==> src/rtl/rom_loader_pkg.sv <==
// rtl/rom_loader_pkg.sv - shared state encoding and sizing constants for rom_loader
package rom_loader_pkg;

  // Controller states
  typedef enum logic [2:0] {
    ST_IDLE  = 3'd0,
    ST_WRITE = 3'd1,
    ST_READ  = 3'd2,
    ST_DRAIN = 3'd3,
    ST_DONE  = 3'd4
  } state_e;

  // Bytes per ROM word; addresses advance in steps of this size
  localparam int unsigned WORD_BYTES = 4;

  // Default ROM size in bytes (must be a multiple of WORD_BYTES)
  localparam logic [31:0] DEFAULT_ROM_BYTES = 32'h8000;

  // True when the state drives the busy flag
  function automatic logic is_busy_state(input state_e s);
    return (s == ST_WRITE) || (s == ST_READ) || (s == ST_DRAIN);
  endfunction

endpackage

==> src/rtl/rom_loader_skid.sv <==
// rtl/rom_loader_skid.sv - one-entry skid register for the readback return path
module rom_loader_skid (
  input  logic        clk_i,
  input  logic        rst_i,
  input  logic        flush_i,
  input  logic        push_i,
  input  logic        pop_i,
  input  logic [31:0] data_i,
  output logic        valid_o,
  output logic [31:0] data_o
);

  logic        valid_q, valid_d;
  logic [31:0] data_q, data_d;

  // Next-state: flush wins, then capture, then release
  always_comb begin
    valid_d = valid_q;
    data_d  = data_q;
    if (flush_i) begin
      valid_d = 1'b0;
      data_d  = '0;
    end else if (push_i) begin
      valid_d = 1'b1;
      data_d  = data_i;
    end else if (pop_i) begin
      valid_d = 1'b0;
    end
  end

  // Holding register
  always_ff @(posedge clk_i or posedge rst_i) begin
    if (rst_i) begin
      valid_q <= 1'b0;
      data_q  <= '0;
    end else begin
      valid_q <= valid_d;
      data_q  <= data_d;
    end
  end

  assign valid_o = valid_q;
  assign data_o  = data_q;

endmodule

==> src/rtl/rom_loader.sv <==
// rtl/rom_loader.sv - ROM programming/readback controller; optional checksum via ROM_LOADER_CHECKSUM_EN
module rom_loader
  import rom_loader_pkg::*;
#(
  parameter logic [31:0] ROM_BYTES = DEFAULT_ROM_BYTES,
  parameter int          ADDR_W    = 32
) (
  input  logic              core_clk_i,
  input  logic              reset_i,
  input  logic              program_en_i,
  input  logic              start_i,
  input  logic              write_mem_i,
  input  logic [31:0]       fifo_in_dout_i,
  input  logic              fifo_in_empty_i,
  output logic              fifo_in_rd_en_o,
  output logic              mem_en_o,
  output logic              mem_we_o,
  output logic [ADDR_W-1:0] mem_addr_o,
  output logic [31:0]       mem_din_o,
  input  logic [31:0]       mem_dout_i,
  output logic [31:0]       fifo_out_din_o,
  output logic              fifo_out_wr_en_o,
  input  logic              fifo_out_full_i,
  output logic              busy_o,
  output logic              done_o,
  output logic              overflow_o,
  output logic [31:0]       word_count_o,
  output logic [31:0]       checksum_o
);

  localparam logic [ADDR_W-1:0] ROM_END   = ADDR_W'(ROM_BYTES);
  localparam logic [ADDR_W-1:0] ADDR_STEP = ADDR_W'(WORD_BYTES);
  localparam logic [31:0]       LAST_WORD = 32'(ROM_BYTES / WORD_BYTES) - 32'd1;

  state_e            state_q, state_d;
  logic [ADDR_W-1:0] addr_q, addr_d;
  logic [31:0]       count_q, count_d;
  logic              done_q, done_d;
  logic              ovf_q, ovf_d;
  logic              rd_pend_q, rd_pend_d;

  logic              skid_push, skid_pop, skid_flush;
  logic              skid_valid;
  logic [31:0]       skid_data;
  logic              addr_in_rom;
  logic [ADDR_W-1:0] addr_inc;
  logic              push;

  // Address bookkeeping; the increment saturates at ROM_END and never wraps
  always_comb begin
    addr_in_rom = (addr_q < ROM_END);
    addr_inc    = (addr_q >= ROM_END - ADDR_STEP) ? ROM_END : addr_q + ADDR_STEP;
  end

  // Next-state and strobe decode; all strobes are dropped while program_en is low
  always_comb begin
    state_d          = state_q;
    addr_d           = addr_q;
    count_d          = count_q;
    done_d           = done_q;
    ovf_d            = ovf_q;
    rd_pend_d        = 1'b0;
    fifo_in_rd_en_o  = 1'b0;
    mem_en_o         = 1'b0;
    mem_we_o         = 1'b0;
    mem_din_o        = '0;
    fifo_out_wr_en_o = 1'b0;
    fifo_out_din_o   = '0;
    skid_push        = 1'b0;
    skid_pop         = 1'b0;
    skid_flush       = 1'b0;
    push             = 1'b0;

    if (!program_en_i) begin
      state_d    = ST_IDLE;
      skid_flush = 1'b1;
    end else begin
      case (state_q)
        ST_IDLE, ST_DONE: begin
          if (start_i) begin
            addr_d  = '0;
            count_d = '0;
            done_d  = 1'b0;
            ovf_d   = 1'b0;
            state_d = write_mem_i ? ST_WRITE : ST_READ;
          end
        end

        ST_WRITE: begin
          if (!fifo_in_empty_i && addr_in_rom) begin
            fifo_in_rd_en_o = 1'b1;
            mem_en_o        = 1'b1;
            mem_we_o        = 1'b1;
            mem_din_o       = fifo_in_dout_i;
            addr_d          = addr_inc;
            count_d         = count_q + 32'd1;
          end else if (!fifo_in_empty_i) begin
            // Data with nowhere to go: flag it and discard the rest
            ovf_d   = 1'b1;
            state_d = ST_DRAIN;
          end else if (!write_mem_i) begin
            done_d  = 1'b1;
            state_d = ST_DONE;
          end
        end

        ST_DRAIN: begin
          if (!fifo_in_empty_i && write_mem_i) begin
            fifo_in_rd_en_o = 1'b1;
          end else if (fifo_in_empty_i && !write_mem_i) begin
            done_d  = 1'b1;
            state_d = ST_DONE;
          end
        end

        ST_READ: begin
          // The skid entry is always older than any returning word
          if (skid_valid) begin
            if (!fifo_out_full_i) begin
              push           = 1'b1;
              fifo_out_din_o = skid_data;
              skid_pop       = 1'b1;
            end
          end else if (rd_pend_q) begin
            if (!fifo_out_full_i) begin
              push           = 1'b1;
              fifo_out_din_o = mem_dout_i;
            end else begin
              skid_push = 1'b1;
            end
          end
          fifo_out_wr_en_o = push;

          // A read may only be in flight when the skid can absorb its return
          if (!fifo_out_full_i && !skid_valid && addr_in_rom) begin
            mem_en_o  = 1'b1;
            addr_d    = addr_inc;
            rd_pend_d = 1'b1;
          end

          if (push) begin
            count_d = count_q + 32'd1;
            if (count_q == LAST_WORD) begin
              done_d  = 1'b1;
              state_d = ST_DONE;
            end
          end
        end

        default: state_d = ST_IDLE;
      endcase
    end
  end

  // Control and status registers
  always_ff @(posedge core_clk_i or posedge reset_i) begin
    if (reset_i) begin
      state_q   <= ST_IDLE;
      addr_q    <= '0;
      count_q   <= '0;
      done_q    <= 1'b0;
      ovf_q     <= 1'b0;
      rd_pend_q <= 1'b0;
    end else begin
      state_q   <= state_d;
      addr_q    <= addr_d;
      count_q   <= count_d;
      done_q    <= done_d;
      ovf_q     <= ovf_d;
      rd_pend_q <= rd_pend_d;
    end
  end

  rom_loader_skid u_skid (
    .clk_i   (core_clk_i),
    .rst_i   (reset_i),
    .flush_i (skid_flush),
    .push_i  (skid_push),
    .pop_i   (skid_pop),
    .data_i  (mem_dout_i),
    .valid_o (skid_valid),
    .data_o  (skid_data)
  );

`ifdef ROM_LOADER_CHECKSUM_EN
  logic [31:0] checksum_q;

  // Running modulo-2^32 sum of every written word, cleared on an accepted start
  always_ff @(posedge core_clk_i or posedge reset_i) begin
    if (reset_i) begin
      checksum_q <= '0;
    end else if (program_en_i && start_i && (state_q == ST_IDLE || state_q == ST_DONE)) begin
      checksum_q <= '0;
    end else if (mem_we_o) begin
      checksum_q <= checksum_q + mem_din_o;
    end
  end

  assign checksum_o = checksum_q;
`else
  assign checksum_o = '0;
`endif

  assign mem_addr_o   = addr_q;
  assign busy_o       = is_busy_state(state_q);
  assign done_o       = done_q;
  assign overflow_o   = ovf_q;
  assign word_count_o = count_q;

endmodule

==> config.mk <==
export PLATFORM = sky130hd
export DESIGN_NAME = rom_loader
export DESIGN_NICKNAME = d
export VERILOG_FILES = /design/src/rtl/rom_loader_pkg.sv /design/src/rtl/rom_loader_skid.sv /design/src/rtl/rom_loader.sv
export SDC_FILE = /design/constraint.sdc
export NUM_CORES = 1
export LEC_CHECK = 0
export CORE_MARGIN = 1.5
export CORE_UTILIZATION = 40
export DETAILED_ROUTE_END_ITERATION = 8
export GPL_TIMING_DRIVEN = 0
export PLACE_DENSITY = 0.9
export SYNTH_ARGS = -nofsm -noshare
export SYNTH_HDL_FRONTEND = slang
export SYNTH_SLANG_ARGS = --single-unit
==> constraint.sdc <==
create_clock -name core_clk_i -period 3.61 [get_ports core_clk_i]
set_clock_uncertainty 0.2 [all_clocks]
set_input_delay 0.722 -clock core_clk_i [delete_from_list [all_inputs] [get_ports core_clk_i]]
set_output_delay 0.722 -clock core_clk_i [all_outputs]
set_load 0.01 [all_outputs]
* After elaboration in Yosys (flattened, before gate mapping) *
Cells that the tools add are included.

word-level totals
  register bits after elaboration = 103
  input bits = 71
  output and inout port bits = 167
  word-level logic and storage cells = 129

operators by class
  add/sub/neg operators = 2
  $lt $le $gt $ge = 2
  equal/unequal tests = 25
  mux-type cells = 71
  reduce and logical (&&, ||, !) cells = 21

operator list
  kind                   number
  $mux 32                17
  $pmux 32 s3            2
  $mux 1                 37
  $add 32x1->32 const B  1
  $add 32x3->32 const B  1
  $eq 32x13->1 const B   1
  $ge 32x15->1 const B   1
  $lt 32x16->1 const B   1
  $mux 3                 9
  $ne 2x2->1 const B     10
  $ne 3x3->1 const B     5
  $reduce_and 5->1       3
  $pmux 3 s4             1
  $reduce_and 10->1      1
  $reduce_and 7->1       1
  $eq 3x2->1 const B     2
  $pmux 1 s2             3
  $logic_and 1x1->1      5
  $logic_not 1->1        4
  $ne 2x1->1 const B     2
  $ne 4x4->1 const B     1
  $pmux 1 s4             1
  $reduce_bool 4->1      1
  $eq 3x1->1 const B     1
  other kinds (9)        10

* Depth between registers and ports, before layout *
Gate-level depths: netlist of the first run.

  depth in word-level cells = 8
  gate-level depth with buffers = 9
  depth with buffers taken out = 7

* Modules after synthesis *
From an unflattened synthesis of the first run, not the netlist that was laid out.

unflattened totals
  cells, all modules = 650
  area total of the unflattened synthesis = 5957.0 um2

modules (own cells, without submodules)
  module           instances  cells each  area an instance (um2)  seq. area each (um2)
  rom_loader       1          541         4583.1                  1701.6
  rom_loader_skid  1          109         1373.8                  825.8

* Worst setup path after synthesis of the first run *
OpenSTA, ideal clock, no wires.

  path type = register -> output
  start = register addr_q[27] (netlist: mem_addr_o[27])
  end = output port mem_din_o[22]
  arrival = 2.298 ns
  required time = 2.688 ns
  setup slack = 0.390 ns
  cell stages (with the launch flop) = 8
  path buffers = 2
  path through = dfrtp_1 > or4_4 > nor3_4 > nand2_1 > clkbuf_1 > nor3_1 > clkbuf_1 > and2_1

on the way
  word-level cells in the longest chain between the ends = 5

RTL lines
  item                      RTL line           text
  start: declaration        rom_loader.sv:36   logic [ADDR_W-1:0] addr_q, addr_d;
  start signal: assignment  rom_loader.sv:166  addr_q <= addr_d;
  $lt 32x16->1              rom_loader.sv:51   addr_in_rom = (addr_q < ROM_END);
  $logic_and 1x1->1         rom_loader.sv:90   if (!fifo_in_empty_i && addr_in_rom) begin
  $mux 32                   rom_loader.sv:90
  $mux 32                   rom_loader.sv:78   case (state_q)
  $mux 32                   rom_loader.sv:74   if (!program_en_i) begin
  end: declaration          rom_loader.sv:19   output logic [31:0] mem_din_o,

Every way passes these cells.

* Final worst setup path of the first run *
  start = register addr_q[27] (netlist: mem_addr_o[27])
  end = output port mem_din_o[0]

Same word-level chain as after synthesis.

==> run_results.csv, run 1 <==
group,metric,value,unit
run_status,status,"complete, no violations",
yosys,synth_edf_count,0,
worst_setup_path,reg2reg_slack,0.51,ns
worst_setup_path,startpoint,"mem_addr_o[27]",
worst_setup_path,slowest_delay,0.55,ns
worst_setup_path,start_kind,"flip-flop",
clocking,cts_hold_buffers,0,
timing,rsz0062_at_grt,"no",
worst_setup_path,endpoint_kind,"output port",
yosys,yosys.area.top_type,"dfrtp_1",
cells_and_area,fill_cells,1273,
clocking,cts_buffers,9,
clocking,cts.htree.levels,3,
worst_setup_path,cp.required,2.69,ns
worst_setup_path,crit_chain,"or4_4 > nor3_4 > nand2_2 > clkbuf_8 > nor3_4 > buf_6 > buf_6 > buf_4 > and2_1 > dlygate4sd2_1",
yosys,ys_top_cells_by_area,"dfrtp_1 43%, nand2_1 6.1%, nor2_1 4.9%",
timing,slew_headroom,0.337,
cells_and_area,multi_input_area,0.00306,mm^2
yosys,synth_cell_types,55,
floorplan,die_w,125,um
cells_and_area,seq_area,0.00253,mm^2
worst_setup_path,cp_max_fo,6,
cells_and_area,area_growth,47.1,%
worst_setup_path,critPathBufInv,5,
clocking,clock_path_buffers,2,
yosys,netlist.area_leader.share,0.426,
yosys,synth_flop_cell,"dfrtp_1",
job,drv_cap,0,
clocking,cts_sinks,101,
timing,maxSlewViolCount,0,
worst_setup_path,r2r-start,"state_q[0]",
global_route,grt_max_degree,70,
timing,fin_setup_tns,0,ns
worst_setup_path,crit_arrival,2.58,ns
floorplan,std_cell_rows,44,
timing,fmax,0.286,GHz
yosys,syn_area_per_cell,8.39,um^2
detailed_routing,wl_per_cell,15.3,um
global_route,track_usage,0.228,
detailed_routing,vias,6136,
timing,setup_violations,0,
min_path,holdCritPathClass,"flip-flop to flip-flop",
detailed_routing,ant_nets,0,
floorplan,initial_core_util,0.408,
yosys,netlist_area,0.00593,mm^2
detailed_routing,remaining_drc_errors,0,
detailed_routing,drtPass1Iterations,5,
worst_setup_path,crit_family,"simple AND/OR/NAND/NOR gates",
global_route,grt_pass1_vias,5819,
cells_and_area,fin_nets,1036,
placed_design,port_buffers,202,
global_route,grt_pass1_wl,28.9,mm
clocking,clk_pin_slew,0.07,ns
yosys,async_reset_ff_frac,1.00,
timing,finalCritPeriodShare,0.970,
floorplan,die_h,125,um
placed_design,gp_congestion,0.900,
worst_setup_path,crit_end,"mem_din_o[0]",
clocking,cts_tree,"yes",
timing,min_period,3.50,ns
cells_and_area,diodes,0,
detailed_routing,drt-initial-drc-count,539,
floorplan,core-area,0.0145,mm^2
yosys,yosysWarnings,0,
clocking,cts-root-buf,"clkbuf_16",
global_route,grt-ovfl-total,0,
yosys,synth-seq-cells,101,
pwr,pwr_density_cell,304,mW/mm^2
pwr,leakage,3.65,nW
worst_setup_path,path_class,"flip-flop to output port",
floorplan,ioPinCount,238,
worst_setup_path,crit_path_top_delay_cell,"or4_4",
timing,hold_viol_final,0,
yosys,ys_seq_area_frac,0.426,
placed_design,post-dp-hpwl,13.1,mm
global_route,antenna_found_initial,0,
worst_setup_path,r2r-end,"word_count_o[30]",
detailed_routing,finalWirelength,17.6,mm
detailed_routing,via_per_inst,5.33,
pwr,vdd_drop_max,233,uV
pwr,total_power,2.66,mW
worst_setup_path,worst-path-stages,10,
yosys,synth_cells,707,
floorplan,dieArea,0.0156,mm^2
cells_and_area,layout-drive-gt1-share,0.104,
timing,worst_pin_slew,0.992,ns
worst_setup_path,reg2regPathDepth,7,
clocking,clock_latency,0.35,ns
-- worst register-to-register path, cell delays in order, from the launching register on --
cell and delay, ns:
dfrtp_1 0.36, buf_2 0.17, nor3b_1 0.81, o31ai_1 0.38
or3_1 0.42, clkbuf_1 0.19, or3_1 0.34, a21oi_1 0.16
-- flip-flops by register name (all words and copies together), names as in the netlist --
signal / count
word_count_o: 32
u_skid.valid_o: 1
rd_pend_q: 1
u_skid.data_o: 32
done_o: 1
state_q: 3
mem_addr_o: 30
overflow_o: 1
-- cell families after synthesis --
kind of cell	Yosys count	synth area share
AND/OR/NAND/NOR	336	0.287
AO/OA/AOI/OAI	148	0.158
flip-flops	101	0.426
buffers and inverters	91	0.0825
XOR/XNOR	25	0.0369
multiplexers	3	0.00527
adder cells (fa/ha/maj)	2	0.00422
other	1	0.000632
-- worst min-delay path by stage --
stage,from,endpoint,slack [ns],cells past startpoint
2_1_floorplan,u_skid.data_o[0],u_skid.data_o[0],0.30,2
6_report,mem_addr_o[11],mem_addr_o[11],0.30,1
5_1_grt,done_o,done_o,0.33,1
4_1_cts,done_o,done_o,0.32,1
3_5_place_dp,done_o,done_o,0.30,1
3_3_place_gp,done_o,done_o,0.28,1
-- what timing repair did --
action / 4_1_cts / 5_1_grt
setup endpoints to repair: 65 / 59
pin swaps: 2 / 1
gates cloned: 2 / 0
setup buffers: 8 / 0
resized for setup: 70 / 24
-- routing by layer --
metal	vias to the layer above	global-route usage	wire length [um]
li1	2919	-	-
met1	2863	0.293	7370
met2	304	0.372	8350
met3	50	0.0447	1300
met4	0	0.105	607
met5	-	0	0
-- cell usage after synthesis, drive strengths merged (3+ instances only) --
library cell,n
a22oi,33
nand2,96
o21ai,31
a31oi,3
nand3,19
or3,5
and4,8
a21oi,47
and3,12
nand4,7
nor3,21
buf,39
a211oi,3
dfrtp,101
inv,11
and2,39
nor4,21
xnor2,24
o31ai,9
nor2,78
o21a,10
nor3b,7
clkbuf,41
or4,3
nor4b,6
nand2b,6
-- report_power, final --
group,total (mW),switching [mW],internal [mW]
sequential,1.19,0.0325,1.16
clock,0.980,0.424,0.555
combinational,0.489,0.260,0.229
total,2.66,0.717,1.94
-- final cells by class --
cell class	instances	share of cell area
timing repair buffer	213	0.236
sequential	101	0.290
inverter	11	0.00502
multi-input combinational	548	0.351
tap	184	0.0264
clock inverter	4	0.00545
clock buffer	12	0.0282
buffer	79	0.0585
-- layout by cell type (no fill, tap or decap), types with 7 or more instances in the layout --
| cell type | n |
|---|---|
| nand2_1 | 95 |
| and2_1 | 37 |
| nor3b_1 | 7 |
| o21a_1 | 10 |
| xnor2_1 | 24 |
| dlygate4sd2_1 | 24 |
| clkbuf_2 | 10 |
| dfrtp_1 | 100 |
| nor2_1 | 78 |
| clkdlybuf4s50_1 | 165 |
| clkbuf_1 | 31 |
| and4_1 | 8 |
| nor3_1 | 19 |
| nand4_1 | 7 |
| and3_1 | 12 |
| a21oi_1 | 47 |
| clkbuf_16 | 9 |
| o31ai_1 | 9 |
| buf_4 | 40 |
| o21ai_0 | 30 |
| clkbuf_4 | 7 |
| nor4_1 | 21 |
| conb_1 | 34 |
| nand3_1 | 19 |
| inv_1 | 10 |
| a22oi_1 | 33 |
-- per-stage QoR --
step                       util  area [um^2]  hold slack [ns]  setup WS (ns)  std cells
after floorplan               -         6060            0.302         0.0409        740
after global placement    0.572         8310            0.282          -1.46       1126
after detailed placement  0.574         8340            0.301         -0.986       1127
after CTS                 0.602         8750            0.316      -0.000670       1152
after global routing      0.601         8730            0.329         0.0112       1152
final                     0.601         8730            0.304          0.109       1152
(Power assumes the default switching activity.)
==> run 2: changes to the inputs <==
--- a/config.mk
+++ b/config.mk
@@ -6,10 +6,11 @@
 export NUM_CORES = 1
 export LEC_CHECK = 0
 export CORE_MARGIN = 1.5
-export CORE_UTILIZATION = 40
+export CORE_UTILIZATION = 41
+export CTS_BUF_LIST = sky130_fd_sc_hd__clkbuf_2
 export DETAILED_ROUTE_END_ITERATION = 8
 export GPL_TIMING_DRIVEN = 0
-export PLACE_DENSITY = 0.9
+export PLACE_DENSITY = 0.91
 export SYNTH_ARGS = -nofsm -noshare
 export SYNTH_HDL_FRONTEND = slang
 export SYNTH_SLANG_ARGS = --single-unit
==> run_results.csv, run 2 (synthesis results as in run 1) <==
group,metric,value,unit
detailed_routing,via_per_inst,5.38,
placed_design,port_buffers,202,
pwr,vdd_drop_max,131,uV
detailed_routing,routed.top_layer,"met4",
detailed_routing,drt-initial-drc-count,489,
cells_and_area,fill_cells,1219,
worst_setup_path,crit_arrival,2.77,ns
clocking,cts-root-buf,"clkbuf_2",
detailed_routing,wl_met3,1.36,mm
cells_and_area,seq_area,0.00253,mm^2
clocking,cts_buffers,9,
floorplan,core-area,0.0140,mm^2
detailed_routing,m1WireLength,7.30,mm
clocking,clock_path_buffers,2,
timing,min_period,3.69,ns
placed_design,post-dp-hpwl,13.5,mm
global_route,grt-ovfl-total,0,
timing,setup_violations,28,
pwr,pwr_density_cell,250,mW/mm^2
timing,maxSlewViolCount,0,
timing,slew_headroom,0.353,
floorplan,die_h,123,um
detailed_routing,wl_per_cell,15.9,um
clocking,clk_pin_slew,0.27,ns
timing,worst_pin_slew,0.968,ns
run_status,violations,"setup timing",
floorplan,std_cell_rows,43,
worst_setup_path,cp_max_fo,5,
cells_and_area,final_area,0.00874,mm^2
detailed_routing,finalWirelength,18.3,mm
detailed_routing,drtPass1Iterations,6,
detailed_routing,ant_nets,0,
clocking,cts_hold_buffers,0,
floorplan,ioPinCount,238,
floorplan,die_w,123,um
worst_setup_path,start_kind,"flip-flop",
cells_and_area,utilization,0.625,
detailed_routing,met2WireLength,9.45,mm
cells_and_area,mostFrequentLayoutCells,"164 x clkdlybuf4s50_1, 98 x dfrtp_1, 95 x nand2_1",
run_status,status,"finished, violations left",
clocking,clock_latency,0.57,ns
placed_design,place_area,0.00833,mm^2
timing,rsz0062_at_grt,"yes",
cells_and_area,fin_nets,1037,
placed_design,pre_cts_ws,-0.973,ns
global_route,grt_max_degree,55,
job,drv_cap,0,
global_route,grt_pass1_wl,28.4,mm
worst_setup_path,path_class,"flip-flop to output port",
cells_and_area,area_growth,47.3,%
floorplan,initial_core_util,0.424,
detailed_routing,remaining_drc_errors,0,
cells_and_area,multi_input_area,0.00315,mm^2
global_route,track_usage,0.238,
timing,finalCritPeriodShare,1.02,
placed_design,gp_congestion,0.933,
global_route,grt_pass1_vias,5685,
floorplan,dieArea,0.0152,mm^2
worst_setup_path,cp.required,2.69,ns
timing,fmax,0.271,GHz
clocking,cts_tree,"yes",
timing,setup_slack,-0.0794,ns
clocking,cts_sinks,101,
cells_and_area,layout_commonest_cell,"clkdlybuf4s50_1",
detailed_routing,vias,6188,
pwr,total_power,2.18,mW
worst_setup_path,endpoint_kind,"output port",
timing,hold_viol_final,0,
clocking,cts.htree.levels,3,
global_route,antenna_found_initial,1,
pwr,leakage,3.62,nW
timing,holdWs,0.275,ns
min_path,holdCritPathClass,"input port to flip-flop",
cells_and_area,layout-drive-gt1-share,0.169,
run 2: where the power goes:
group	internal (mW)	total [mW]	leakage [nW]	switching, mW
Clock	0.0856	0.476	0.0551	0.390
Sequential	1.16	1.19	1.40	0.0322
Combinational	0.248	0.514	2.17	0.266
run 2: what timing repair did:
item	in CTS	in global routing
setup endpoints to repair	65	65
resized for setup	208	48
buffers inserted	9	0
pin swaps	25	10
gates cloned	3	0
run 2: final cells by class:
| cell class | count | share of cell area |
|---|---|---|
| multi-input combinational | 548 | 0.360 |
| buffer | 78 | 0.0581 |
| tap | 180 | 0.0258 |
| clock buffer | 9 | 0.00515 |
| inverter | 11 | 0.00501 |
| timing repair buffer | 215 | 0.251 |
| sequential | 101 | 0.290 |
| clock inverter | 7 | 0.00487 |
| antenna | 1 | 0.000286 |
run 2: critical path, cell delays in order, from the launching register on:
cell and delay (ns):
dfrtp_2 0.48, or4_4 0.55, nor3_4 0.17, nand2_2 0.11, nor3_4 0.31, buf_6 0.19
clkbuf_16 0.15, and2_4 0.13, buf_6 0.09
run 2: routing by layer:
metal,vias up,track usage
li1,2926,-
met1,2971,0.309
met2,272,0.413
met3,19,0.0447
met4,0,0.0539
met5,-,0
run 2: path summary, 6_finish.rpt:
path,startpoint,endpoint,slack [ns],depth (start not counted)
worst min-delay path,program_en_i,u_skid.valid_o,0.28,3
worst min register to register,mem_addr_o[11],mem_addr_o[11],0.33,1
min in group asynchronous,reset_i,u_skid.data_o[14],0.35,2
worst max register to register,state_q[0],word_count_o[30],0.46,7
max in group asynchronous,reset_i,mem_addr_o[22],2.12,3
worst max-delay path,mem_addr_o[27],mem_din_o[27],-0.08,8
run 2: metrics by stage:
step           cells  setup TNS [ns]
6_report        1150           -1.34
5_1_grt         1150           -7.20
4_1_cts         1150           -5.80
3_5_place_dp    1123          -37.60
3_3_place_gp    1122         -186.51
2_1_floorplan    740               0
==> run 3: changes to the inputs <==
--- a/config.mk
+++ b/config.mk
@@ -11,6 +11,7 @@
 export DETAILED_ROUTE_END_ITERATION = 8
 export GPL_TIMING_DRIVEN = 0
 export PLACE_DENSITY = 0.91
+export SLEW_MARGIN = 0
 export SYNTH_ARGS = -nofsm -noshare
 export SYNTH_HDL_FRONTEND = slang
 export SYNTH_SLANG_ARGS = --single-unit
==> results of run 3 <==
Same layout as run 2: the final DEF is identical, and so are final timing and power.
